## src/rtl/par_ser_converter_32.sv

```systemverilog
// FIFO-fed parallel-to-serial converter: LSB first, zero-gap back-to-back frames via a one-word prefetch.
// Optional macro PS_PARITY_EN appends an even-parity bit to every frame.
module par_ser_converter_32 #(
  parameter int WORD_WIDTH = 32,
  parameter int CNT_WIDTH  = 6
) (
  input  logic                  clk,
  input  logic                  rst,
  input  logic [WORD_WIDTH-1:0] data_in,
  input  logic                  empty,
  input  logic                  En,
  output logic                  read,
  output logic                  serial_out,
  output logic                  serial_valid,
  output logic                  frame_start,
  output logic                  word_done,
  output logic                  busy
);

`ifdef PS_PARITY_EN
  localparam int FRAME_LEN = WORD_WIDTH + 1;
`else
  localparam int FRAME_LEN = WORD_WIDTH;
`endif
  localparam logic [CNT_WIDTH-1:0] CNT_LAST = CNT_WIDTH'(FRAME_LEN - 1);
  localparam logic [CNT_WIDTH-1:0] CNT_PREF = CNT_WIDTH'(FRAME_LEN - 2);
  localparam logic [CNT_WIDTH-1:0] CNT_ONE  = CNT_WIDTH'(1);

  // S_IDLE: waiting for En & !empty | S_WAIT: FIFO read data in flight | S_SHIFT: frame bits on serial_out
  typedef enum logic [1:0] {S_IDLE, S_WAIT, S_SHIFT} state_t;

  state_t                 r_state;
  state_t                 w_next;
  logic [CNT_WIDTH-1:0]   r_cnt;
  logic                   r_pending;
  logic [FRAME_LEN-1:0]   r_shift;
  logic [FRAME_LEN-1:0]   w_load;
  logic                   w_last;
  logic                   w_pref;
  logic                   w_load_en;

`ifdef PS_PARITY_EN
  assign w_load = {^data_in, data_in};
`else
  assign w_load = data_in;
`endif

  assign w_last    = (r_state == S_SHIFT) && (r_cnt == CNT_LAST);
  assign w_pref    = (r_state == S_SHIFT) && (r_cnt == CNT_PREF) && !r_pending;
  assign w_load_en = (r_state == S_WAIT) || (w_last && r_pending);

  always_ff @(posedge clk or posedge rst) begin
    if (rst) r_state <= S_IDLE;
    else     r_state <= w_next;
  end

  always_comb begin
    w_next = r_state;
    case (r_state)
      S_IDLE:  if (read) w_next = S_WAIT;
      S_WAIT:  w_next = S_SHIFT;
      S_SHIFT: if (w_last && !r_pending) w_next = S_IDLE;
      default: w_next = S_IDLE;
    endcase
  end

  always_comb begin
    read         = 1'b0;
    if (!rst && En && !empty)
      read = (r_state == S_IDLE) || w_pref;
    serial_valid = (r_state == S_SHIFT);
    serial_out   = serial_valid & r_shift[0];
    frame_start  = serial_valid && (r_cnt == '0);
    word_done    = w_last;
    busy         = (r_state != S_IDLE);
  end

  // Once the prefetch read is issued the word is committed, even if empty or En change afterwards.
  always_ff @(posedge clk or posedge rst) begin
    if (rst) begin
      r_cnt     <= '0;
      r_pending <= 1'b0;
      r_shift   <= '0;
    end else if (w_load_en) begin
      r_shift   <= w_load;
      r_cnt     <= '0;
      r_pending <= 1'b0;
    end else if (r_state == S_SHIFT) begin
      r_shift <= r_shift >> 1;
      r_cnt   <= w_last ? '0 : r_cnt + CNT_ONE;
      if (w_pref && read) r_pending <= 1'b1;
    end
  end

endmodule

```

## config.mk

```make
export PLATFORM = sky130hd
export DESIGN_NAME = par_ser_converter_32
export DESIGN_NICKNAME = d
export VERILOG_FILES = /design/src/rtl/par_ser_converter_32.sv
export SDC_FILE = /design/constraint.sdc
export NUM_CORES = 1
export LEC_CHECK = 0
export CORE_ASPECT_RATIO = 0.5
export CORE_MARGIN = 2
export CORE_UTILIZATION = 64
export DETAILED_ROUTE_END_ITERATION = 8
export DONT_BUFFER_PORTS = 1
export PLACE_DENSITY = 0.9
export SYNTH_ARGS = -nofsm -noshare
export SYNTH_HDL_FRONTEND = slang
export SYNTH_SLANG_ARGS = --single-unit
export TNS_END_PERCENT = 20
```

## constraint.sdc

```tcl
create_clock -name clk -period 1.64 [get_ports clk]
set_input_delay 0 -clock clk [delete_from_list [all_inputs] [get_ports clk]]
set_output_delay 0 -clock clk [all_outputs]
set_load 0.02 [all_outputs]
```

==> results summary <==
The final number of max-transition violations is 0. After clock tree synthesis, the clock-pin slew on the worst setup and hold paths is 90 ps. The initial antenna violation count is 0. The number of I/O port buffers came out at 0. The top cell type's share of synthesized area is 36.3%.

The worst-case clock buffer depth came out at 2. After filler insertion, the fill cell instance count of the layout stands at 268. At the end of the flow the core is filled with cells to 78.5%. The type of the worst setup path is register to register. The final worst clock skew came out at 10.3 ps. The buffer and inverter count on the worst path is 1. Summing all flip-flop and latch instances after layout gives 1030 µm². With fillers left out, the area of the finished cells amounts to 3390 µm². The worst hold margin came out at -6.99 ps.

The max-cap check violation count came out at 0. Entering global routing, the biggest net connects 42 pins. On the worst path, the slowest cell contributes a delay of 440 ps. The run finished, with violations left.

The first-pass GRT wire length came out at 13.0 mm. The starting density of the core is 65.5%. The post-route total power is 4.66 mW. The number of H-tree levels is 2. TritonCTS built the clock tree. Sequential cells were found to cover 36.3% of the synthesized design area. The detailed-route wire length per cell is 21.2 µm. The total routing resource utilization after global routing came out at 32.9%. The via-per-instance ratio is 7.21.

Once routing completed, OpenROAD measured the worst setup slack at 10.3 ps. The area of the multi-input gates is 1590 µm². The leakage power total is 1.41 nW. The number of instances in the synthesized netlist is 292. Clock tree synthesis selected as its root buffer the cell clkbuf_8. The via count of the routed design is 2,746. The instance area after placement came out at 2910 µm².

Across the VDD grid, the largest voltage drop is 0.000850 V. The largest total area in the synthesized netlist belongs to dfrtp_1. The post-route DRC violation count is 0. The min-delay analysis places its worst path in the category primary input to register. Counting flops and latches in the post-synthesis netlist gives 41. The initial detailed-routing violation count came out at 247.

The final critical-path share of the clock period came out at 99.4%. The total clock sinks came out at 41. The core region area came out at 4320 µm².

The cell area that synthesis handed to floorplanning was 2830 µm². The share of synthesized flip-flops with an asynchronous set or reset came out at 100%. Setup repair after global routing could not meet its margin everywhere.

The first TritonRoute pass finished after 5 iterations. At the worst endpoint, the required time is 1870 ps. After synthesis, the netlist uses 45 different library cells. The final number of setup-violating endpoints is 0.

For this run, the number of Yosys warnings is 0. The via count of the first global-routing pass is 2,670. The final layout net count came out at 362. The antenna cell count is 0.

The number of nets produced by synthesis is 331. The clock period minus worst slack is 1630 ps. The final reports fail on negative hold slack.

The critical path goes through nand4bb_2 -> buf_6 -> o21ai_0 -> a32o_1. The number of flops mapped to enable cells by yosys came out at 0. The maximum clock frequency is 614 MHz. The sequential cell fraction of total power is 38.2%. The antenna violation net count after detailed routing came out at 0.

The total overflow reported by the global router is 0. The internal power of the cells totals 2.73 mW. STA classifies the critical path startpoint as a register.

Relative to the synthesized area, the layout overhead comes to 19.9%. The part of the power in the clock network came out at 14.2%. The relative contribution of combinational cells to total power came out at 47.6%. Summed over all nets, the half-perimeter wirelength after detailed placement is 4.63 mm. The floorplan row count came out at 17. The reported net switching power came out at 1.92 mW. In this run the worst path has a maximum fanout of 25. On the critical path, the stage with the largest delay is an instance of dfrtp_1. The number of top-level pins came out at 42. The dominant register cell in the synthesized netlist is dfrtp_1. After detailed routing, the total wire length is 8.08 mm. At the end of routability-driven placement, the weighted congestion stood at 0.906. Setup total negative slack on the finished layout was measured at 0 ps. The TritonCTS buffer count is 5. The die is 98.0 µm wide. The die height came out at 51 µm.

The mean instance size in the synthesized netlist came out at 9.68 µm². In this run the power density over the cells is 1370 nW/µm². The number of hold-slack violations in the final timing report is 1. The ratio of cells with drive above 1 in the final layout came out at 19.1%. The worst-case setup slack after placement came out at 38.9 ps. Data arrives at the worst endpoint at 1860 ps. The die outline area came out at 5000 µm². The worst pin sits at a relative slew slack of 58.7%. The actual transition at the worst max-transition pin came out at 618 ps. After synthesis, the cell types taking the most area are dfrtp_1 36%, nand3_1 12%, o211ai_1 9.0%, mux2_4 6.4%, mux2_1 5.6%. The capturing element type of the critical path is a register.

The switching part of the total is 41.3%. The later pin in the worst-skew pair is clocked with a latency of 300 ps. In this design, the largest share of critical-path delay is due to compound AO/OA/AOI/OAI gates.
placed cells by master, fill, tap and decap left out, drive strengths merged, types with 2 or more instances in the layout:
master	count
dlygate4sd3	35
mux2	31
and4	2
o21ai	10
a22oi	16
nor2b	2
and2	2
clkinv	2
nand2	3
ha	3
a32oi	15
inv	8
o211ai	34
dfrtp	41
clkbuf	6
buf	22
nand3	65
nor2	3
registers in the layout, summed over array words and instances, names as in the netlist:
signal / cells
r_cnt: 6
r_shift: 32
r_state: 2
r_pending: 1
cell type report:
| class | instances | share of cell area, % |
|---|---|---|
| Inverter | 8 | 0.959 |
| Sequential cell | 41 | 30.3 |
| Clock buffer | 6 | 2.14 |
| Multi-Input combinational cell | 210 | 46.9 |
| Tap cell | 57 | 2.10 |
| Timing Repair Buffer | 57 | 17.3 |
| Clock inverter | 2 | 0.295 |
cells in the mapped netlist, drive strengths merged, types with 8 or more instances:
cell / n
inv: 8
buf: 25
clkbuf: 8
o21ai: 10
mux2: 31
nand3: 65
dfrtp: 41
a32oi: 15
o211ai: 34
a22oi: 16
path summary, 6_finish.rpt:
| kind | startpoint | endpoint | slack (ps) | cells after the start |
|---|---|---|---|---|
| max | r_cnt[5]$_DFFE_PP0P_ | r_shift[31]$_DFFE_PP0P_ | 10 | 4 |
| min | data_in[3] | r_shift[3]$_DFFE_PP0P_ | -7 | 3 |
| max reg2reg | r_cnt[5]$_DFFE_PP0P_ | r_shift[31]$_DFFE_PP0P_ | 10 | 4 |
| min reg2reg | r_shift[9]$_DFFE_PP0P_ | r_shift[8]$_DFFE_PP0P_ | 560 | 2 |
| max in group asynchronous | rst | r_state[0]$_DFFE_PP0P_ | 880 | 3 |
| min in group asynchronous | rst | r_shift[13]$_DFFE_PP0P_ | 340 | 3 |
per-layer routing:
metal / wire (µm) / vias up / GRT usage [%]
met3: 647 / 25 / 6.70
met2: 3890 / 161 / 55.6
met5: 0 / - / 0
li1: - / 1200 / -
met1: 3340 / 1360 / 42.9
met4: 198 / 0 / 11.8
tightest hold or removal path, delay by kind of cell:
family | cells | cell delay (ps)
AO/OA/AOI/OAI | 1 | 60
AND/OR/NAND/NOR | 1 | 90
multiplexers | 1 | 120
metrics by stage:
| step | hold WS [ps] | cells |
|---|---|---|
| 3_5_place_dp | 57.0 | 336 |
| 2_1_floorplan | 133 | 292 |
| 6_report | -6.99 | 381 |
| 4_1_cts | 1.11 | 380 |
| 3_3_place_gp | 54.6 | 336 |
| 5_1_grt | 1.57 | 381 |
power groups by stage:
stage	logic [mW]	registers (mW)	clock network [mW]
2_1_floorplan	1.59	1.62	0
6_report	2.22	1.78	0.661
3_5_place_dp	1.99	1.74	0
4_1_cts	2.12	1.73	0.665
5_1_grt	2.42	1.81	0.709
3_3_place_gp	1.90	1.71	0
kinds of logic (layout without fill, tap and decap cells):
family / Yosys count / after routing / share of synthesized area [%]
and+or+nand+nor: 91 / 91 / 17.8
AOI/OAI and AO/OA: 84 / 84 / 22.1
DFF: 41 / 41 / 36.3
buffers and inverters: 41 / 73 / 8.19
muxes: 32 / 32 / 14.3
adders and majority gates: 3 / 3 / 1.33
repair_timing:
item | CTS | global route
buffers inserted | 1 | 1
endpoints found under the setup margin | 2 | 39
resized for setup | 3 | 12
hold endpoints to repair | 74 | 0
hold buffers | 35 | 0
pin swaps | 0 | 1
Power figures use the tool's default switching activity.
